==> src/rtl/demux2_stream_pkg.sv <==
// Shared constants and types for the two-way stream demultiplexer.
package demux2_stream_pkg;

    localparam int unsigned FIFO_DEPTH = 2;
    localparam int unsigned COUNT_W    = 2;
    localparam int unsigned PTR_W      = 1;

    typedef logic [COUNT_W-1:0] count_t;
    typedef logic [PTR_W-1:0]   ptr_t;

    localparam count_t COUNT_FULL = count_t'(FIFO_DEPTH);

    // Pointers index a 2-entry array, so advancing is a modulo-2 increment.
    function automatic ptr_t ptr_next(input ptr_t p);
        return p + ptr_t'(1);
    endfunction

endpackage

==> src/rtl/demux2_stream_fifo2.sv <==
// Two-entry valid/ready FIFO; output word is read straight from the storage registers.
module stream_fifo2
    import demux2_stream_pkg::*;
#(
    parameter int unsigned WIDTH = 1
) (
    input  logic             CLK,
    input  logic             RESET,
    input  logic             push_valid,
    output logic             push_ready,
    input  logic [WIDTH-1:0] push_data,
    output logic             pop_valid,
    input  logic             pop_ready,
    output logic [WIDTH-1:0] pop_data
);

    logic [WIDTH-1:0] mem [FIFO_DEPTH];
    ptr_t             wr_ptr;
    ptr_t             rd_ptr;
    count_t           count;
    logic             push;
    logic             pop;

    // Readiness looks only at the stored count, so a full FIFO refuses a push
    // even when a pop happens in the same cycle.
    assign push_ready = (count < COUNT_FULL);
    assign pop_valid  = (count != '0);
    assign pop_data   = mem[rd_ptr];

    assign push = push_valid & push_ready;
    assign pop  = pop_valid & pop_ready;

    always_ff @(posedge CLK) begin
        if (RESET) begin
            wr_ptr <= '0;
            rd_ptr <= '0;
            count  <= '0;
            for (int unsigned i = 0; i < FIFO_DEPTH; i++) begin
                mem[i] <= '0;
            end
        end else begin
            if (push) begin
                mem[wr_ptr] <= push_data;
                wr_ptr      <= ptr_next(wr_ptr);
            end
            if (pop) begin
                rd_ptr <= ptr_next(rd_ptr);
            end
            count <= count + count_t'(push) - count_t'(pop);
        end
    end

endmodule

==> src/rtl/demux2_stream.sv <==
// Routes one valid/ready input stream to one of two buffered output streams by I_sel.
module demux2_stream
    import demux2_stream_pkg::*;
#(
    parameter int unsigned WIDTH = 1
) (
    input  logic             CLK,
    input  logic             RESET,
    input  logic             I_valid,
    output logic             I_ready,
    input  logic [WIDTH-1:0] I_data,
    input  logic             I_sel,
    output logic             O0_valid,
    input  logic             O0_ready,
    output logic [WIDTH-1:0] O0_data,
    output logic             O1_valid,
    input  logic             O1_ready,
    output logic [WIDTH-1:0] O1_data
);

    logic push0_valid;
    logic push1_valid;
    logic push0_ready;
    logic push1_ready;

    assign push0_valid = I_valid & ~I_sel;
    assign push1_valid = I_valid &  I_sel;

    // Only the selected FIFO's occupancy gates the input; downstream ready never does.
    assign I_ready = I_sel ? push1_ready : push0_ready;

    stream_fifo2 #(.WIDTH(WIDTH)) u_fifo0 (
        .CLK        (CLK),
        .RESET      (RESET),
        .push_valid (push0_valid),
        .push_ready (push0_ready),
        .push_data  (I_data),
        .pop_valid  (O0_valid),
        .pop_ready  (O0_ready),
        .pop_data   (O0_data)
    );

    stream_fifo2 #(.WIDTH(WIDTH)) u_fifo1 (
        .CLK        (CLK),
        .RESET      (RESET),
        .push_valid (push1_valid),
        .push_ready (push1_ready),
        .push_data  (I_data),
        .pop_valid  (O1_valid),
        .pop_ready  (O1_ready),
        .pop_data   (O1_data)
    );

endmodule

==> config.mk <==
export PLATFORM = sky130hd
export DESIGN_NAME = demux2_stream
export DESIGN_NICKNAME = d
export VERILOG_FILES = /design/src/rtl/demux2_stream_pkg.sv /design/src/rtl/demux2_stream_fifo2.sv /design/src/rtl/demux2_stream.sv
export SDC_FILE = /design/constraint.sdc
export NUM_CORES = 1
export LEC_CHECK = 0
export CORE_AREA = 2 2 39 41
export DETAILED_ROUTE_END_ITERATION = 16
export DIE_AREA = 0 0 41 43
export PLACE_DENSITY = 0.73
export SYNTH_ARGS = -nofsm -noshare
export SYNTH_HDL_FRONTEND = slang
export SYNTH_SLANG_ARGS = --single-unit
==> constraint.sdc <==
create_clock -name CLK -period 3.3 [get_ports CLK]
set_input_delay 0.33 -clock CLK [delete_from_list [all_inputs] [get_ports CLK]]
set_output_delay 0.33 -clock CLK [all_outputs]
set_load 0.05 [all_outputs]
==> flow_metrics.py <==
metrics = {
    "pwr": {
        "sw_frac_of_total_pct": 40.1,
        "internal-power_w": 0.000424,
        "seqPwrFrac_pct": 37.0,
        "clkPwrFrac_pct": 12.9,
        "p_leak_nw": 0.329,
        "comb_power_share_pct": 50.1,
        "p_per_area_nw_per_um2": 881,
        "switching_power_w": 0.000284,
        "irDropWorstVdd_mv": 0.477,
    },
    "critical_path": {
        "required_ps": 2970,
        "cp_slowest_stage_delay_ps": 820,
        "crit_slowest_cell": "clkdlybuf4s50_1",
        "end_kind": "primary output",
        "start_kind": "input pin",
        "cpMostUsedCell": "clkdlybuf4s50_1",
        "critPathKind": "in2out",
        "arrival_ps": 1980,
        "cp_top_family": "buffers and inverters",
        "critPathMaxFanout": 6,
        "cp_cell_sequence": "clkdlybuf4s50_1 -> mux2i_1 -> clkdlybuf4s50_1",
        "path_buf_inv": 2,
    },
    "logic_synthesis": {
        "async_reset_ff_share_pct": 0,
        "synth_nets": 71,
        "synth-seq-cells": 14,
        "syn_inst": 62,
        "synth_xor_area_share_pct": 7.98,
        "synth.distinct_cells": 25,
        "synth_area_sq_um": 658,
        "synthAdderAreaFrac_pct": 3.80,
        "synth_edf_count": 4,
        "synth_top_family_by_area": "simple AND/OR/NAND/NOR gates",
        "avgSynthCellArea_sq_um": 10.6,
        "synth-simple-area-share_pct": 20.9,
        "synth_ff_type": "dfxtp_1",
        "synth_compound_area_share_pct": 10.3,
        "seq_area_frac_synth_pct": 48.7,
        "ys_warn_count": 0,
        "synthMuxAreaShare_pct": 4.94,
    },
    "place": {
        "gp_congestion": 0.655,
        "dp_hpwl_um": 685,
        "placed_area_sq_um": 781,
        "io_buffers": 11,
    },
    "cells_and_area": {
        "nFillCells": 126,
        "diodes": 0,
        "nets": 86,
        "synthToLayoutAreaGrowth_pct": 22.1,
        "drive_gt1_share_pct": 14.7,
        "layout_common_cells": "clkdlybuf4s50_1 (11), dfxtp_1 (10), nor2_1 (8)",
        "fin_area_sq_um": 803,
        "layout_commonest_cell": "clkdlybuf4s50_1",
    },
    "global_route": {
        "grt_usage_pct": 12.8,
        "first_global_vias": 385,
        "grt_remaining_overflow": 0,
        "antenna_found_initial": 0,
        "grt_max_degree": 16,
        "grt_pass1_wl_mm": 1.50,
    },
    "cts": {
        "cts-htree-levels": 1,
        "clk_path_buf_depth": 2,
        "clock_latency_ps": 270,
        "cts_setup_buffers": 0,
        "cts_made_buffers": 3,
        "root_buffer": "clkbuf_4",
        "clock-sinks": 14,
        "cts.clk_slew.worst_paths_ps": 80,
        "cts_tree": "yes",
        "holdBufCountCts": 0,
        "cts_resized": 0,
    },
    "floorplan": {
        "ioPinCount": 12,
        "die_h_um": 43,
        "die_w_um": 41,
        "core_sq_um": 1380,
        "dieArea_sq_um": 1760,
        "rows": 14,
        "start_util_pct": 47.6,
    },
    "detailed_routing": {
        "drt_iter0_markers": 1,
        "first_pass_iters": 2,
        "final_antenna_net_count": 0,
        "wl_um": 902,
        "via_count": 455,
        "via_per_inst": 5.00,
        "wl_per_cell_um": 9.91,
        "drc_errors": 0,
    },
    "sta": {
        "fmax_mhz": 434,
        "slew_violations": 0,
        "fin_skew_ps": 0.318,
        "period_needed_ps": 2310,
        "tns_ps": 0,
        "setup_violations": 0,
        "finalHoldViolations": 0,
        "period_share_pct": 69.9,
        "slew_headroom_pct": 66.9,
        "worstMarginPinSlew_ps": 495,
        "rsz0062_at_grt": "false",
    },
    "min_path": {
        "hold_path_class": "reg2reg",
    },
    "job": {
        "max_cap_viol_count": 0,
    },
    "outcome": {
        "status": "finished, final reports clean",
    },
}
==> kinds of logic (layout without fill, tap and decap cells) <==
kind of cell / after synthesis / count (layout)
fa+ha+maj: 2 / 2
mux: 3 / 3
xor+xnor: 6 / 6
flops: 14 / 14
simple gates: 23 / 23
compound gates: 9 / 9
buf+inv: 5 / 18
==> through the flow <==
| step | instances | utilization [%] | hold WS (ps) | setup WS [ps] | power [W] |
|---|---|---|---|---|---|
| after floorplan | 62 | - | 407 | 1790 | 0.000533 |
| after global placement | 88 | 56.4 | 497 | 1010 | 0.000620 |
| after detailed placement | 88 | 56.4 | 496 | 988 | 0.000623 |
| after CTS | 91 | 58.0 | 522 | 990 | 0.000716 |
| after global routing | 91 | 58.0 | 587 | 952 | 0.000759 |
| final | 91 | 58.0 | 520 | 995 | 0.000708 |
==> synth_stat cells, types with 2 or more instances <==
cell type	count	area share (%)
nor3b_1	2	2.3
a21o_1	2	2.3
xnor2_1	4	5.3
nor3_1	2	1.5
o21a_1	3	3.4
edfxtp_1	4	18
a21o_2	2	2.7
xor2_1	2	2.7
dfxtp_1	10	30
and3_2	2	2.3
mux2_2	2	3.4
nand3b_1	2	2.3
ha_1	2	3.8
inv_1	4	2.3
nor2_1	8	4.6
and3_1	2	1.9
==> final cells by class <==
cell class | instances | area [sq um] | share of cell area [%]
clock buffer | 3 | 22.5 | 2.80
multi-input combinational | 43 | 315 | 39.3
timing repair buffer | 11 | 110 | 13.7
inverter | 4 | 15.0 | 1.87
sequential | 14 | 320 | 39.9
tap | 16 | 20.0 | 2.49
==> layer usage <==
metal / up-vias / wire length, um / global-route usage [%]
met5: - / 0 / 0
met4: 0 / 14 / 8.00
met3: 2 / 44 / 3.14
met2: 11 / 386 / 17.5
met1: 198 / 456 / 17.3
li1: 244 / - / -
==> tightest hold or removal path, delay by kind of cell, from the launching register on <==
| kind | cells | cell delay, ps |
|---|---|---|
| flops | 1 | 330 |
| xor+xnor | 1 | 80 |
| simple gates | 1 | 70 |
==> power by group through the flow <==
stage | clock network (W) | registers (W) | logic [W]
2_1_floorplan | 0 | 0.000258 | 0.000275
3_3_place_gp | 0 | 0.000265 | 0.000355
3_5_place_dp | 0 | 0.000265 | 0.000358
4_1_cts | 0.0000947 | 0.000262 | 0.000359
5_1_grt | 0.000101 | 0.000270 | 0.000387
6_report | 0.0000915 | 0.000262 | 0.000355
==> worst paths after layout <==
path,endpoint,slack (ps),startpoint,depth (start not counted)
min,flip-flop,520,u_fifo0.rd_ptr$_SDFFE_PP0P_,2
max,I_ready,990,I_sel,3
min reg2reg,flip-flop,520,u_fifo0.rd_ptr$_SDFFE_PP0P_,2
max reg2reg,u_fifo0.count[1]$_SDFF_PP0_,1810,u_fifo0.count[1]$_SDFF_PP0_,5
Note: power is estimated with default switching activity, not from simulation.
